$ cat config.mk
export PLATFORM = sky130hd
export DESIGN_NAME = fetch_controller_flat
export DESIGN_NICKNAME = d
export VERILOG_FILES = /design/src/rtl/pipeline_pkg.sv /design/src/rtl/fetch_controller_if.sv /design/src/rtl/hazard_detect.sv /design/src/rtl/fetch_controller.sv /design/src/flat_wrapper.sv
export SDC_FILE = /design/constraint.sdc
export NUM_CORES = 1
export LEC_CHECK = 0
export BUFFER_PORTS_ARGS = -buffer_cell sky130_fd_sc_hd__buf_2
export CAP_MARGIN = 20
export CELL_PAD_IN_SITES_DETAIL_PLACEMENT = 1
export CELL_PAD_IN_SITES_GLOBAL_PLACEMENT = 2
export CORE_ASPECT_RATIO = 2
export CORE_MARGIN = 2
export CORE_UTILIZATION = 33
export DETAILED_ROUTE_END_ITERATION = 6
export PLACE_DENSITY = 0.94
export SLEW_MARGIN = 20
export SYNTH_ARGS = -nofsm -noshare
export SYNTH_HDL_FRONTEND = slang
export SYNTH_HIERARCHICAL = 1
export SYNTH_SLANG_ARGS = --single-unit
$ cat constraint.sdc
create_clock -name clk -period 4.14 [get_ports clk]
set_clock_uncertainty 0.1 [all_clocks]
set_input_delay 0.828 -clock clk [delete_from_list [all_inputs] [get_ports clk]]
set_output_delay 0.828 -clock clk [all_outputs]
set_load 0.01 [all_outputs]
$ cat src/rtl/pipeline_pkg.sv
// rtl/pipeline_pkg.sv - shared pipeline encodings for the fetch/decode/execute stages
package pipeline_pkg;

  localparam int REG_ADDR_WIDTH = 5;
  localparam logic [REG_ADDR_WIDTH-1:0] ZERO_REG = '0;

  typedef enum logic [1:0] {
    ST_RUN   = 2'd0,
    ST_STALL = 2'd1,
    ST_FLUSH = 2'd2,
    ST_HALT  = 2'd3
  } fetch_state_e;

  // Instruction word driven into IF/ID on a flush, and the zeroed ID/EX control bundle.
  localparam logic [31:0] NOP_INSTR = 32'h0000_0000;

  typedef struct packed {
    logic reg_write;
    logic mem_read;
    logic mem_write;
    logic branch;
  } id_ex_ctrl_t;

  localparam id_ex_ctrl_t BUBBLE_CTRL = '0;

endpackage

$ cat src/rtl/fetch_controller_if.sv
// rtl/fetch_controller_if.sv - hazard inputs and fetch-stage controls of the fetch controller
interface fetch_controller_if #(
  parameter int REG_ADDR_WIDTH    = pipeline_pkg::REG_ADDR_WIDTH,
  parameter int STALL_COUNT_WIDTH = 16
);
  logic                         idExMemRead;
  logic [REG_ADDR_WIDTH-1:0]    idExRt;
  logic [REG_ADDR_WIDTH-1:0]    ifIdRs;
  logic [REG_ADDR_WIDTH-1:0]    ifIdRt;
  logic                         exBranchTaken;
  logic [31:0]                  exBranchTarget;
  logic                         idHalt;
  logic                         resume;

  logic                         pcWrite;
  logic                         ifIdWrite;
  logic                         branch;
  logic [31:0]                  branchProgramCounter;
  logic                         ifIdFlush;
  logic                         idExBubble;
  logic                         halted;
  logic [STALL_COUNT_WIDTH-1:0] stallCount;

  modport master (
    input  idExMemRead, idExRt, ifIdRs, ifIdRt, exBranchTaken, exBranchTarget, idHalt, resume,
    output pcWrite, ifIdWrite, branch, branchProgramCounter, ifIdFlush, idExBubble, halted,
           stallCount
  );

  modport slave (
    output idExMemRead, idExRt, ifIdRs, ifIdRt, exBranchTaken, exBranchTarget, idHalt, resume,
    input  pcWrite, ifIdWrite, branch, branchProgramCounter, ifIdFlush, idExBubble, halted,
           stallCount
  );

endinterface

$ cat src/rtl/hazard_detect.sv
// rtl/hazard_detect.sv - combinational load-use hazard term
module hazard_detect #(
  parameter int REG_ADDR_WIDTH = pipeline_pkg::REG_ADDR_WIDTH
) (
  input  logic                      idExMemRead,
  input  logic [REG_ADDR_WIDTH-1:0] idExRt,
  input  logic [REG_ADDR_WIDTH-1:0] ifIdRs,
  input  logic [REG_ADDR_WIDTH-1:0] ifIdRt,
  output logic                      load_use
);

  // Register 0 is hardwired, so a load targeting it never produces a dependency.
  assign load_use = idExMemRead && (idExRt != '0) && ((idExRt == ifIdRs) || (idExRt == ifIdRt));

endmodule

$ cat src/rtl/fetch_controller.sv
// rtl/fetch_controller.sv - fetch-stage sequencer: load-use stalls, branch flushes, halt/resume
module fetch_controller #(
  parameter int REG_ADDR_WIDTH    = pipeline_pkg::REG_ADDR_WIDTH,
  parameter int FLUSH_CYCLES      = 1,
  parameter int STALL_COUNT_WIDTH = 16
) (
  input  logic              clk,
  input  logic              reset,
  fetch_controller_if.master fc
);
  import pipeline_pkg::*;

  localparam logic [1:0] FLUSH_RELOAD = 2'(FLUSH_CYCLES - 1);

  fetch_state_e                 state_q, state_d;
  logic [1:0]                   flush_cnt_q, flush_cnt_d;
  logic                         pc_write_q, pc_write_d;
  logic                         if_id_write_q, if_id_write_d;
  logic                         branch_q, branch_d;
  logic                         if_id_flush_q, if_id_flush_d;
  logic                         id_ex_bubble_q, id_ex_bubble_d;
  logic                         halted_q, halted_d;
  logic [31:0]                  branch_pc_q, branch_pc_d;
  logic [STALL_COUNT_WIDTH-1:0] stall_count_q, stall_count_d;
  logic                         load_use;

  hazard_detect #(.REG_ADDR_WIDTH(REG_ADDR_WIDTH)) u_hazard (
    .idExMemRead (fc.idExMemRead),
    .idExRt      (fc.idExRt),
    .ifIdRs      (fc.ifIdRs),
    .ifIdRt      (fc.ifIdRt),
    .load_use    (load_use)
  );

  always_comb begin
    state_d        = state_q;
    flush_cnt_d    = flush_cnt_q;
    branch_pc_d    = branch_pc_q;
    pc_write_d     = 1'b1;
    if_id_write_d  = 1'b1;
    branch_d       = 1'b0;
    if_id_flush_d  = 1'b0;
    id_ex_bubble_d = 1'b0;
    halted_d       = 1'b0;
    stall_count_d  = (!pc_write_q && (stall_count_q != '1)) ? stall_count_q + 1'b1 : stall_count_q;

    if (state_q == ST_HALT) begin
      if (fc.resume) begin
        state_d = ST_RUN;
      end else begin
        pc_write_d    = 1'b0;
        if_id_write_d = 1'b0;
        halted_d      = 1'b1;
      end
    end else if (fc.exBranchTaken) begin
      // A taken branch overrides everything younger, including an in-progress flush.
      state_d        = ST_FLUSH;
      flush_cnt_d    = FLUSH_RELOAD;
      branch_pc_d    = fc.exBranchTarget;
      branch_d       = 1'b1;
      if_id_flush_d  = 1'b1;
      id_ex_bubble_d = 1'b1;
    end else if (state_q == ST_FLUSH) begin
      if (flush_cnt_q != 2'd0) begin
        flush_cnt_d    = flush_cnt_q - 2'd1;
        if_id_flush_d  = 1'b1;
        id_ex_bubble_d = 1'b1;
      end else begin
        state_d = ST_RUN;
      end
    end else if (load_use) begin
      state_d        = ST_STALL;
      pc_write_d     = 1'b0;
      if_id_write_d  = 1'b0;
      id_ex_bubble_d = 1'b1;
    end else if (fc.idHalt) begin
      state_d       = ST_HALT;
      pc_write_d    = 1'b0;
      if_id_write_d = 1'b0;
      halted_d      = 1'b1;
    end else begin
      state_d = ST_RUN;
    end
  end

  always_ff @(posedge clk or posedge reset) begin
    if (reset) begin
      state_q        <= ST_RUN;
      flush_cnt_q    <= 2'd0;
      pc_write_q     <= 1'b1;
      if_id_write_q  <= 1'b1;
      branch_q       <= 1'b0;
      if_id_flush_q  <= 1'b0;
      id_ex_bubble_q <= 1'b0;
      halted_q       <= 1'b0;
      branch_pc_q    <= 32'd0;
      stall_count_q  <= '0;
    end else begin
      state_q        <= state_d;
      flush_cnt_q    <= flush_cnt_d;
      pc_write_q     <= pc_write_d;
      if_id_write_q  <= if_id_write_d;
      branch_q       <= branch_d;
      if_id_flush_q  <= if_id_flush_d;
      id_ex_bubble_q <= id_ex_bubble_d;
      halted_q       <= halted_d;
      branch_pc_q    <= branch_pc_d;
      stall_count_q  <= stall_count_d;
    end
  end

  assign fc.pcWrite              = pc_write_q;
  assign fc.ifIdWrite            = if_id_write_q;
  assign fc.branch               = branch_q;
  assign fc.branchProgramCounter = branch_pc_q;
  assign fc.ifIdFlush            = if_id_flush_q;
  assign fc.idExBubble           = id_ex_bubble_q;
  assign fc.halted               = halted_q;
  assign fc.stallCount           = stall_count_q;

endmodule

$ cat src/flat_wrapper.sv
// flat-port wrapper written by rule: the top's interface ports become plain ports
module fetch_controller_flat import pipeline_pkg::*;
#(
  parameter int REG_ADDR_WIDTH    = pipeline_pkg::REG_ADDR_WIDTH,
  parameter int FLUSH_CYCLES      = 1,
  parameter int STALL_COUNT_WIDTH = 16
)
  (clk, reset, fc_idExMemRead, fc_idExRt, fc_ifIdRs, fc_ifIdRt, fc_exBranchTaken, fc_exBranchTarget, fc_idHalt, fc_resume, fc_pcWrite, fc_ifIdWrite, fc_branch, fc_branchProgramCounter, fc_ifIdFlush, fc_idExBubble, fc_halted, fc_stallCount);
  fetch_controller_if #(.REG_ADDR_WIDTH(REG_ADDR_WIDTH), .STALL_COUNT_WIDTH(STALL_COUNT_WIDTH)) fc_i ();
  input  logic clk;
  input  logic reset;
  input wire logic [$bits(fc_i.idExMemRead)-1:0] fc_idExMemRead;
  input wire logic [$bits(fc_i.idExRt)-1:0] fc_idExRt;
  input wire logic [$bits(fc_i.ifIdRs)-1:0] fc_ifIdRs;
  input wire logic [$bits(fc_i.ifIdRt)-1:0] fc_ifIdRt;
  input wire logic [$bits(fc_i.exBranchTaken)-1:0] fc_exBranchTaken;
  input wire logic [$bits(fc_i.exBranchTarget)-1:0] fc_exBranchTarget;
  input wire logic [$bits(fc_i.idHalt)-1:0] fc_idHalt;
  input wire logic [$bits(fc_i.resume)-1:0] fc_resume;
  output wire logic [$bits(fc_i.pcWrite)-1:0] fc_pcWrite;
  output wire logic [$bits(fc_i.ifIdWrite)-1:0] fc_ifIdWrite;
  output wire logic [$bits(fc_i.branch)-1:0] fc_branch;
  output wire logic [$bits(fc_i.branchProgramCounter)-1:0] fc_branchProgramCounter;
  output wire logic [$bits(fc_i.ifIdFlush)-1:0] fc_ifIdFlush;
  output wire logic [$bits(fc_i.idExBubble)-1:0] fc_idExBubble;
  output wire logic [$bits(fc_i.halted)-1:0] fc_halted;
  output wire logic [$bits(fc_i.stallCount)-1:0] fc_stallCount;
  assign fc_i.idExMemRead = fc_idExMemRead;
  assign fc_i.idExRt = fc_idExRt;
  assign fc_i.ifIdRs = fc_ifIdRs;
  assign fc_i.ifIdRt = fc_ifIdRt;
  assign fc_i.exBranchTaken = fc_exBranchTaken;
  assign fc_i.exBranchTarget = fc_exBranchTarget;
  assign fc_i.idHalt = fc_idHalt;
  assign fc_i.resume = fc_resume;
  assign fc_pcWrite = fc_i.pcWrite;
  assign fc_ifIdWrite = fc_i.ifIdWrite;
  assign fc_branch = fc_i.branch;
  assign fc_branchProgramCounter = fc_i.branchProgramCounter;
  assign fc_ifIdFlush = fc_i.ifIdFlush;
  assign fc_idExBubble = fc_i.idExBubble;
  assign fc_halted = fc_i.halted;
  assign fc_stallCount = fc_i.stallCount;
  fetch_controller #(.REG_ADDR_WIDTH(REG_ADDR_WIDTH), .FLUSH_CYCLES(FLUSH_CYCLES), .STALL_COUNT_WIDTH(STALL_COUNT_WIDTH)) u_core (.clk(clk), .reset(reset), .fc(fc_i));
endmodule
==> flow_metrics.tcl, run 1 <==
set metrics [dict create \
    status "finished, final reports clean" \
    post_cts_resized 0 \
    rsz0062_at_grt "false" \
    multi_input_area_sq_um 1120 \
    overflow 0 \
    synthesis.nets 253 \
    synth_seq_cells 57 \
    first_global_vias 2168 \
    drt-total-wl_mm 6.58 \
    min_path_type "flip-flop to flip-flop" \
    wl_per_cell_um 16.0 \
    ys_seq_area_frac 0.541 \
    dr.pass1.iters 4 \
    coreArea_sq_um 7830 \
    drt_iter0_markers 45 \
    start_util 0.337 \
    vias 2024 \
    hold_start "u_core/fc.branchProgramCounter[26]" \
    regArea_sq_um 1430 \
    min_path_cells 1 \
    fin_setup_tns_ns 0 \
    die_h_um 130 \
    r2r_slack_ns 2.31 \
    dieArea_sq_um 8770 \
    synth_edf_count 0 \
    drive_gt1_frac 0.492 \
    routed-wl-met2_mm 3.36 \
    power_mw 2.02 \
    post-dp-hpwl_mm 4.98 \
    ioPinCount 107 \
    fin_crit_ns 2.04 \
    clk_pin_slew_ns 0.05 \
    fmax_ghz 0.491 \
    worstSkewPairLatency_ns 0.32 \
    synth-main-ff-cell "dfrtp_1" \
    grt_pass1_wl_mm 10.6 \
    timing_worst_setup_path_type "input pin to flip-flop" \
    core.rowCount 46 \
    vdd_drop_max_mv 0.291 \
    num_antenna_cells 0 \
    wl_met1_mm 2.62 \
    tritoncts "yes" \
    final_nets 366 \
    crit_fanout 3 \
    final_hold_viol_count 0 \
    start_kind "input pin" \
    areaGrowthSynthToFinish_pct 35.7 \
    setup_violations 0 \
    layout_setup_ws_ns 2.10 \
    port_buffers 106 \
    dpl_worst_slack_ns 1.83 \
    chipWidth_um 67.2 \
    dr.max_layer_used "met4" \
    cts_setup_buffers 0 \
    h-tree-depth 3 \
    cts.path.max_buffers 2 \
    r2r-start "u_core/fc.stallCount[0]" \
    n_fill_cell 869 \
    cp.required_ns 4.24 \
    synth_area_per_cell_sq_um 13.3 \
    syn_area_sq_um 2640 \
    cts.sinks 57 \
    worst_pin_slew_ns 0.593 \
    drc 0 \
    timing.rr.end "u_core/fc.stallCount[1]" \
    power.density_nw_per_um2 564 \
    leakagePower_nw 1.73 \
    vias_per_cell 4.92 \
    grt_max_degree 34 \
    yosysUniqueCellTypes 45 \
    end_kind "flip-flop" \
    max-slew-margin-rel 0.604 \
    grt_usage 0.160 \
    drv_cap 0 \
    antenna_found_initial 0 \
    slew_viol_final 0 \
    cts_made_buffers 9 \
    synthArstFlopShare 1.00 \
    syn_inst 198 \
    min_to "u_core/fc.branchProgramCounter[26]" \
    gp_congestion 0.788 \
    arrival_ns 2.13 \
    ant_nets 0 \
    ff2ff_path_depth 5 \
    wl_met3_um 500 \
    period_share 0.492 \
    yosysWarningCount 6 \
    root_buffer "clkbuf_16" \
    cts_hold_buf 0 \
]
## report_power, final
group	internal, mW	leakage (nW)	switching, mW	total, mW
registers	0.679	0.698	0.0992	0.779
clock network	0.571	0.162	0.225	0.796
logic	0.212	0.871	0.235	0.447
## layout make-up
type,count,share of cell area
tap,96,0.0335
clock inverter,2,0.0168
sequential,57,0.399
clock buffer,13,0.0754
inverter,9,0.00943
timing repair buffer,108,0.152
multi-input combinational,126,0.314
## per-layer routing
layer,vias up,global-route usage
li1,945,-
met1,975,0.192
met2,95,0.274
met3,9,0.0385
met4,0,0.0612
met5,-,0
## placed cells by master, fill, tap and decap left out, types with 3 or more instances in the layout
cell       netlist  routed
a21oi_1          9       9
a31oi_1          4       4
buf_2            1     106
clkbuf_16        0       9
clkbuf_8         0       3
dfrtp_1         56      56
inv_1            9       8
mux2_1          14      14
mux2_2          19      19
mux2i_1          3       3
nand2_1          5       5
nand3_1          6       6
nand4_1          4       4
nor2_1           7       7
nor3_1           3       3
xnor2_1          8       8
xor2_1          10      10
## cells by family after synthesis
logic type / Yosys count / share of synthesized area
buffers and inverters: 15 / 0.0332
AO/OA/AOI/OAI: 26 / 0.0815
flip-flops: 57 / 0.541
multiplexers: 36 / 0.152
XOR/XNOR: 18 / 0.0597
AND/OR/NAND/NOR: 44 / 0.123
adder cells (fa/ha/maj): 2 / 0.00948
## critical path: stages
cell and delay [ns]:
buf_2 0.12, or4_1 0.52, o21ai_1 0.13, a21oi_1 0.08, nand2b_1 0.17, o32ai_1 0.28
## through the flow
step / util / instance area, sq um / std cells / hold WS [ns]
floorplan: - / 2640 / 198 / 0.372
global placement: 0.415 / 3250 / 396 / 0.366
detailed placement: 0.415 / 3250 / 396 / 0.371
CTS: 0.458 / 3580 / 411 / 0.382
global route: 0.458 / 3580 / 411 / 0.395
finish: 0.458 / 3580 / 411 / 0.379
## cells in the mapped netlist, types with 4 or more instances
| library cell | instances | area share |
|---|---|---|
| nor2_1 | 7 | 0.010 |
| xor2_1 | 10 | 0.033 |
| a21oi_1 | 9 | 0.017 |
| nand4_1 | 4 | 0.0095 |
| mux2_2 | 19 | 0.081 |
| a31oi_1 | 4 | 0.0095 |
| dfrtp_1 | 56 | 0.53 |
| xnor2_1 | 8 | 0.027 |
| mux2_1 | 14 | 0.060 |
| nand2_1 | 5 | 0.0071 |
| nand3_1 | 6 | 0.011 |
| inv_1 | 9 | 0.013 |
## how the worst max path moves through the flow
stage	slack (ns)	cells past startpoint	end	start
2_1_floorplan	1.81	1	u_core/fc.branch	reset
3_3_place_gp	1.90	6	u_core/fc.halted	fc_idExRt[0]
3_5_place_dp	1.83	6	u_core/fc.halted	fc_idExRt[0]
4_1_cts	2.10	6	u_core/fc.halted	fc_idExRt[0]
5_1_grt	1.97	9	u_core/state_q[1]	fc_idExRt[3]
6_report	2.10	6	u_core/fc.halted	fc_idExRt[0]
## flip-flops by register name (all words and copies together) (netlist names)
| name | count |
|---|---|
| u_core/fc.ifIdWrite | 1 |
| u_core/state_q | 2 |
| u_core/fc.stallCount | 16 |
| u_core/flush_cnt_q | 2 |
| u_core/fc.ifIdFlush | 1 |
| u_core/fc.branchProgramCounter | 32 |
| u_core/fc.idExBubble | 1 |
| u_core/fc.halted | 1 |
| u_core/fc.branch | 1 |
Note: power is estimated with default switching activity, not from simulation.
==> inputs of run 2 (changes only) <==
--- a/config.mk
+++ b/config.mk
@@ -5,15 +5,16 @@
 export SDC_FILE = /design/constraint.sdc
 export NUM_CORES = 1
 export LEC_CHECK = 0
+export ABC_AREA = 1
 export BUFFER_PORTS_ARGS = -buffer_cell sky130_fd_sc_hd__buf_2
 export CAP_MARGIN = 20
 export CELL_PAD_IN_SITES_DETAIL_PLACEMENT = 1
 export CELL_PAD_IN_SITES_GLOBAL_PLACEMENT = 2
 export CORE_ASPECT_RATIO = 2
 export CORE_MARGIN = 2
-export CORE_UTILIZATION = 33
+export CORE_UTILIZATION = 24
 export DETAILED_ROUTE_END_ITERATION = 6
-export PLACE_DENSITY = 0.94
+export PLACE_DENSITY = 0.85
 export SLEW_MARGIN = 20
 export SYNTH_ARGS = -nofsm -noshare
 export SYNTH_HDL_FRONTEND = slang
==> constraint.sdc (replaced) <==
create_clock -name clk -period 1.7 [get_ports clk]
set_clock_uncertainty 0.1 [all_clocks]
set_input_delay 0.34 -clock clk [delete_from_list [all_inputs] [get_ports clk]]
set_output_delay 0.34 -clock clk [all_outputs]
set_load 0.01 [all_outputs]
==> run 2 against run 1 <==
  * Worst setup slack got worse by 1.9 ns
  * Flip-flop and latch count did not move
  * Utilization down 12 points
==> flow_metrics.tcl, run 2 <==
set metrics [dict create \
    status "finished, final reports clean" \
    cts_hold_buf 0 \
    arrival_ns 1.09 \
    final_nets 557 \
    timing.rr.end "u_core/fc.stallCount[11]" \
    chipWidth_um 81.1 \
    leakagePower_nw 2.21 \
    p_int_mw 3.06 \
    setup_violations 0 \
    core.rowCount 56 \
    min_path_type "input pin to asynchronous set/reset pin" \
    worstSkewPairLatency_ns 0.33 \
    vias_per_cell 4.37 \
    h-tree-depth 3 \
    grt_max_degree 58 \
    drt-total-wl_mm 9.15 \
    fin_crit_ns 1.53 \
    synthesis.nets 434 \
    fin_util 0.337 \
    start_util 0.244 \
    timing_worst_setup_path_type "flip-flop to primary output" \
    cp.required_ns 1.26 \
    largest_reg_flops 32 \
    synth.most_common_cell "nand2_1" \
    slew_viol_final 0 \
    dr.max_layer_used "met4" \
    cp_cell_sequence "buf_2" \
    synth_area_per_cell_sq_um 7.54 \
    cts.path.max_buffers 2 \
    yosys.area.top_type_share 0.491 \
    placed_area_sq_um 3640 \
    power.share.clock 0.418 \
    clk_pin_slew_ns 0.06 \
    layout_setup_ws_ns 0.174 \
    switching_share 0.307 \
    synth-main-ff-cell "dfrtp_1" \
    dieArea_sq_um 12800 \
    yosysWarningCount 6 \
    fin_setup_tns_ns 0 \
    areaGrowthSynthToFinish_pct 38.2 \
    cts_made_buffers 9 \
    root_buffer "clkbuf_16" \
    vias 2852 \
    final_hold_viol_count 0 \
    fmax_ghz 0.655 \
    pwr-share-comb 0.201 \
    critPathBufInv 1 \
    net-switching-power_mw 1.36 \
    ant_nets 0 \
    max-slew-margin-rel 0.765 \
    drt_iter0_markers 56 \
    synth.cells.most_frequent "185 x nand2_1, 56 x dfrtp_1, 35 x inv_1, 19 x nor2_1, 14 x nand3_1" \
    post-dp-hpwl_mm 7.23 \
    cpLargestDelayFamily "flip-flops" \
    wl_per_cell_um 14.0 \
    dr.pass1.iters 4 \
    dpl_worst_slack_ns 0.145 \
    critPathMaxStageDelay_ns 0.60 \
    post_cts_resized 0 \
    synthArstFlopShare 1.00 \
    drive_gt1_frac 0.333 \
    syn_inst 379 \
    synth_edf_count 0 \
    end_kind "primary output" \
    first_global_vias 3140 \
    final_cell_mix "185 x nand2_1, 106 x buf_2, 56 x dfrtp_1" \
    grt_pass1_wl_mm 14.5 \
    tritoncts "yes" \
    drv_cap 0 \
    syn_area_sq_um 2860 \
    rsz0062_at_grt "false" \
    gp_congestion 0.742 \
    power.density_nw_per_um2 1120 \
    yosysUniqueCellTypes 26 \
    routed-wl-met2_mm 5.59 \
    overflow 0 \
    synth_area_leaders "dfrtp_1 49%, nand2_1 24%, inv_1 4.6%" \
    wl_met3_um 328 \
    grt_usage 0.150 \
    ys_seq_area_frac 0.500 \
    cts.sinks 57 \
    final_area_sq_um 3950 \
    ff2ff_path_depth 8 \
    wl_met1_mm 2.93 \
    synth_top_cell_by_area "dfrtp_1" \
    crit_fanout 6 \
    period_share 0.898 \
    coreArea_sq_um 11700 \
    ioPinCount 107 \
    r2r_slack_ns 0.17 \
    vdd_drop_max_mv 0.505 \
    r2r-start "u_core/fc.stallCount[13]" \
    drc 0 \
    p_seq_frac 0.382 \
    num_antenna_cells 0 \
    cpMaxStageDelayCell "dfstp_2" \
    port_buffers 106 \
    worst_pin_slew_ns 0.353 \
    die_h_um 158 \
    start_kind "flip-flop" \
    antenna_found_initial 0 \
    synth_seq_cells 57 \
    layout_commonest_cell "nand2_1" \
    cts_setup_buffers 0 \
]
==> run 2: changes by cell type in the layout (fill, tap and decap cells not counted), moves of 11 or more <==
cell	before	now
nand2_1	5	185
inv_1	8	34
mux2_2	19	0
mux2_1	14	0
nor2_1	7	19
buf_4	2	13
==> run 2: cell families (layout without fill, tap and decap cells) <==
family                   count (synthesis)  count (layout)  synth area share
XOR/XNOR                                 6               6            0.0184
AND/OR/NAND/NOR                        252             252             0.378
flip-flops                              57              57             0.500
AO/OA/AOI/OAI                           11              11            0.0210
buffers and inverters                   51             179            0.0736
adder cells (fa/ha/maj)                  2               2           0.00876
==> run 2: routing by layer <==
layer,vias up,global-route usage
met5,-,0
met4,0,0.0783
met3,17,0.0283
met2,72,0.303
met1,1373,0.133
li1,1390,-
==> run 2: power by group through the flow <==
| stage | sequential, mW | clock (mW) | combinational, mW |
|---|---|---|---|
| 2_1_floorplan | 1.79 | 0 | 0.381 |
| 3_3_place_gp | 1.70 | 0 | 0.892 |
| 3_5_place_dp | 1.71 | 0 | 0.914 |
| 4_1_cts | 1.69 | 1.90 | 0.918 |
| 5_1_grt | 1.72 | 1.96 | 1.01 |
| 6_report | 1.68 | 1.84 | 0.885 |
==> run 2: worst max path at each step <==
stage          slack, ns                     start  depth (start not counted)                  endpoint
4_1_cts             0.15       u_core/fc.ifIdWrite                          1                fc_pcWrite
2_1_floorplan       0.17   u_core/fc.stallCount[0]                          9   u_core/fc.stallCount[6]
3_5_place_dp        0.15              fc_idExRt[1]                          9         u_core/state_q[0]
6_report            0.17       u_core/fc.ifIdWrite                          1                fc_pcWrite
5_1_grt             0.06   u_core/fc.stallCount[1]                          9  u_core/fc.stallCount[11]
3_3_place_gp        0.15  u_core/fc.stallCount[13]                          8  u_core/fc.stallCount[11]
==> run 2: cell type report <==
| class | instances | area (sq um) |
|---|---|---|
| fillers | 1465 | 7750 |
| flip-flops and latches | 57 | 1430 |
| multi-input cells | 271 | 1220 |
| repair buffers | 120 | 648 |
| clock buffers | 9 | 225 |
| well taps | 145 | 181 |
| inverters | 43 | 165 |
| clock inverters | 7 | 80.1 |
==> run 2: stage by stage <==
step	total power, mW	hold WS [ns]	std cells
floorplan	2.17	0.326	379
global placement	2.59	0.355	636
detailed placement	2.62	0.364	636
CTS	4.51	0.0133	652
global route	4.69	0.0296	652
finish	4.41	0.00559	652
==> inputs of run 3 (changes only) <==
--- a/config.mk
+++ b/config.mk
@@ -6,11 +6,12 @@
 export NUM_CORES = 1
 export LEC_CHECK = 0
 export ABC_AREA = 1
+export ABC_CLOCK_PERIOD_IN_PS = 1700
 export BUFFER_PORTS_ARGS = -buffer_cell sky130_fd_sc_hd__buf_2
 export CAP_MARGIN = 20
 export CELL_PAD_IN_SITES_DETAIL_PLACEMENT = 1
 export CELL_PAD_IN_SITES_GLOBAL_PLACEMENT = 2
-export CORE_ASPECT_RATIO = 2
+export CORE_ASPECT_RATIO = 1.25
 export CORE_MARGIN = 2
 export CORE_UTILIZATION = 24
 export DETAILED_ROUTE_END_ITERATION = 6
==> run 3 against run 2 <==
  * Global-route usage shrank 1.1 points
  * Via count shrank 2.1%
  * Total power shrank 0.57%
  * Non-clock buffer count is the same
  * Worst setup slack lost 0.024 ns
  * Critical path depth grew 8
  * Highest routed layer unchanged
  * Critical path type is now flip-flop to flip-flop
  * Register-to-register slack lost 0.02 ns
  * Cell count grew 2.5%
  * Die area shrank 0.36%
==> flow_metrics.tcl, run 3 (synthesis gave the netlist of run 2 again) <==
set metrics [dict create \
    cts_made_buffers 9 \
    overflow 0 \
    chipWidth_um 102 \
    core.rowCount 44 \
    fin_setup_tns_ns 0 \
    final_nets 557 \
    max-slew-margin-rel 0.712 \
    worst_pin_slew_ns 0.433 \
    min_path_type "input pin to asynchronous set/reset pin" \
    r2r_slack_ns 0.15 \
    slew_viol_final 0 \
    pwr-share-comb 0.196 \
    p_int_mw 3.09 \
    setup_violations 0 \
    crit_fanout 10 \
    switching_share 0.297 \
    leakagePower_nw 2.20 \
    grt_usage 0.140 \
    cts.path.max_buffers 2 \
    die_h_um 126 \
    cpMaxStageDelayCell "dfrtp_1" \
    grt_pass1_wl_mm 14.2 \
    fin_crit_ns 1.55 \
    net-switching-power_mw 1.30 \
    post-dp-hpwl_mm 6.44 \
    grt_max_degree 34 \
    coreArea_sq_um 11600 \
    port_buffers 106 \
    drv_cap 0 \
    h-tree-depth 3 \
    fmax_ghz 0.645 \
    vias_per_cell 4.18 \
    power.density_nw_per_um2 1110 \
    num_antenna_cells 0 \
    rsz0062_at_grt "false" \
    hold_slack_ns 0.00389 \
    power.share.clock 0.419 \
    ant_nets 0 \
    final_cell_mix "185 x nand2_1, 106 x buf_2, 56 x dfrtp_1" \
    layout_commonest_cell "nand2_1" \
    drc 0 \
    start_util 0.246 \
    timing_worst_setup_path_type "flip-flop to flip-flop" \
    wl_per_cell_um 12.4 \
    cp_cell_sequence "ha_2, inv_2, nor2_4, nand2_2, nor2_4, nor2_2, buf_4, nand2_1, nand2_1" \
    n_fill_cell 1441 \
    critPathMaxStageDelay_ns 0.40 \
    root_buffer "clkbuf_16" \
    first_global_vias 3012 \
    start_kind "flip-flop" \
    period_share 0.912 \
    dieArea_sq_um 12800 \
    clk_pin_slew_ns 0.06 \
    cts.sinks 57 \
    p_seq_frac 0.385 \
    areaGrowthSynthToFinish_pct 38.5 \
    end_kind "flip-flop" \
    drive_gt1_frac 0.335 \
    cpLargestDelayFamily "simple AND/OR/NAND/NOR gates" \
    vdd_drop_max_mv 0.385 \
    worstSkewPairLatency_ns 0.32 \
    antenna_found_initial 0 \
    critPathBufInv 2 \
    gp_congestion 0.802 \
    dr.pass1.iters 4 \
    drt_iter0_markers 67 \
    final_hold_viol_count 0 \
    tritoncts "yes" \
    drt-total-wl_mm 8.29 \
    vias 2792 \
    ioPinCount 107 \
    arrival_ns 1.67 \
    cp.required_ns 1.81 \
    largest_reg_flops 32 \
    status "finished, final reports clean" \
]
[run 3: final timing paths]
kind | from | depth (start not counted) | end
max | u_core/fc.stallCount[1] | 9 | u_core/fc.stallCount[11]
min | reset | 3 | u_core/fc.branchProgramCounter[2]
max reg2reg | u_core/fc.stallCount[1] | 9 | u_core/fc.stallCount[11]
min reg2reg | u_core/fc.branchProgramCounter[2] | 2 | u_core/fc.branchProgramCounter[2]
min in group clk | fc_exBranchTarget[24] | 3 | u_core/fc.branchProgramCounter[24]
max in group asynchronous | reset | 3 | u_core/fc.ifIdWrite
[run 3: power by group through the flow]
stage	Sequential [mW]	Clock (mW)	Combinational [mW]
2_1_floorplan	1.79	0	0.381
3_3_place_gp	1.70	0	0.843
3_5_place_dp	1.72	0	0.863
4_1_cts	1.70	1.90	0.864
5_1_grt	1.72	1.96	0.977
6_report	1.69	1.84	0.859
[run 3: area by class of cell]
| class | instances | area [sq um] | share of cell area |
|---|---|---|---|
| clock buffers | 10 | 239 | 0.0604 |
| clock inverters | 6 | 66.3 | 0.0168 |
| inverters | 43 | 165 | 0.0417 |
| multi-input cells | 271 | 1220 | 0.309 |
| flip-flops and latches | 57 | 1430 | 0.361 |
| well taps | 161 | 201 | 0.0509 |
| repair buffers | 120 | 636 | 0.161 |
[run 3: per-layer routing]
layer,part of all wire,global-route usage
met5,0,0
met3,0.034,0.0289
met4,0.029,0.0668
met2,0.53,0.242
met1,0.40,0.161
[run 3: timing repair]
action | CTS | global route
setup buffers | 0 | 1
resized for setup | 0 | 1
endpoints found under the setup margin | 0 | 4
hold buffers | 0 | 0
[run 3: worst reg2reg max path: cells and delay by family (launching register included)]
kind,cells,cell delay (ns)
flip-flops,1,0.40
adder cells (fa/ha/maj),1,0.22
buffers and inverters,2,0.22
AND/OR/NAND/NOR,6,0.50
[run 3: per-stage QoR]
stage                     power (mW)  worst slack, ns  utilization  instance area (sq um)  cells
final                           4.39            0.150        0.341                   3960    668
after global routing            4.66           0.0379        0.341                   3960    668
after CTS                       4.46            0.101        0.340                   3950    667
after detailed placement        2.58            0.121        0.313                   3640    651
after global placement          2.55            0.221        0.313                   3640    651
after floorplan                 2.17            0.172            -                   2860    379
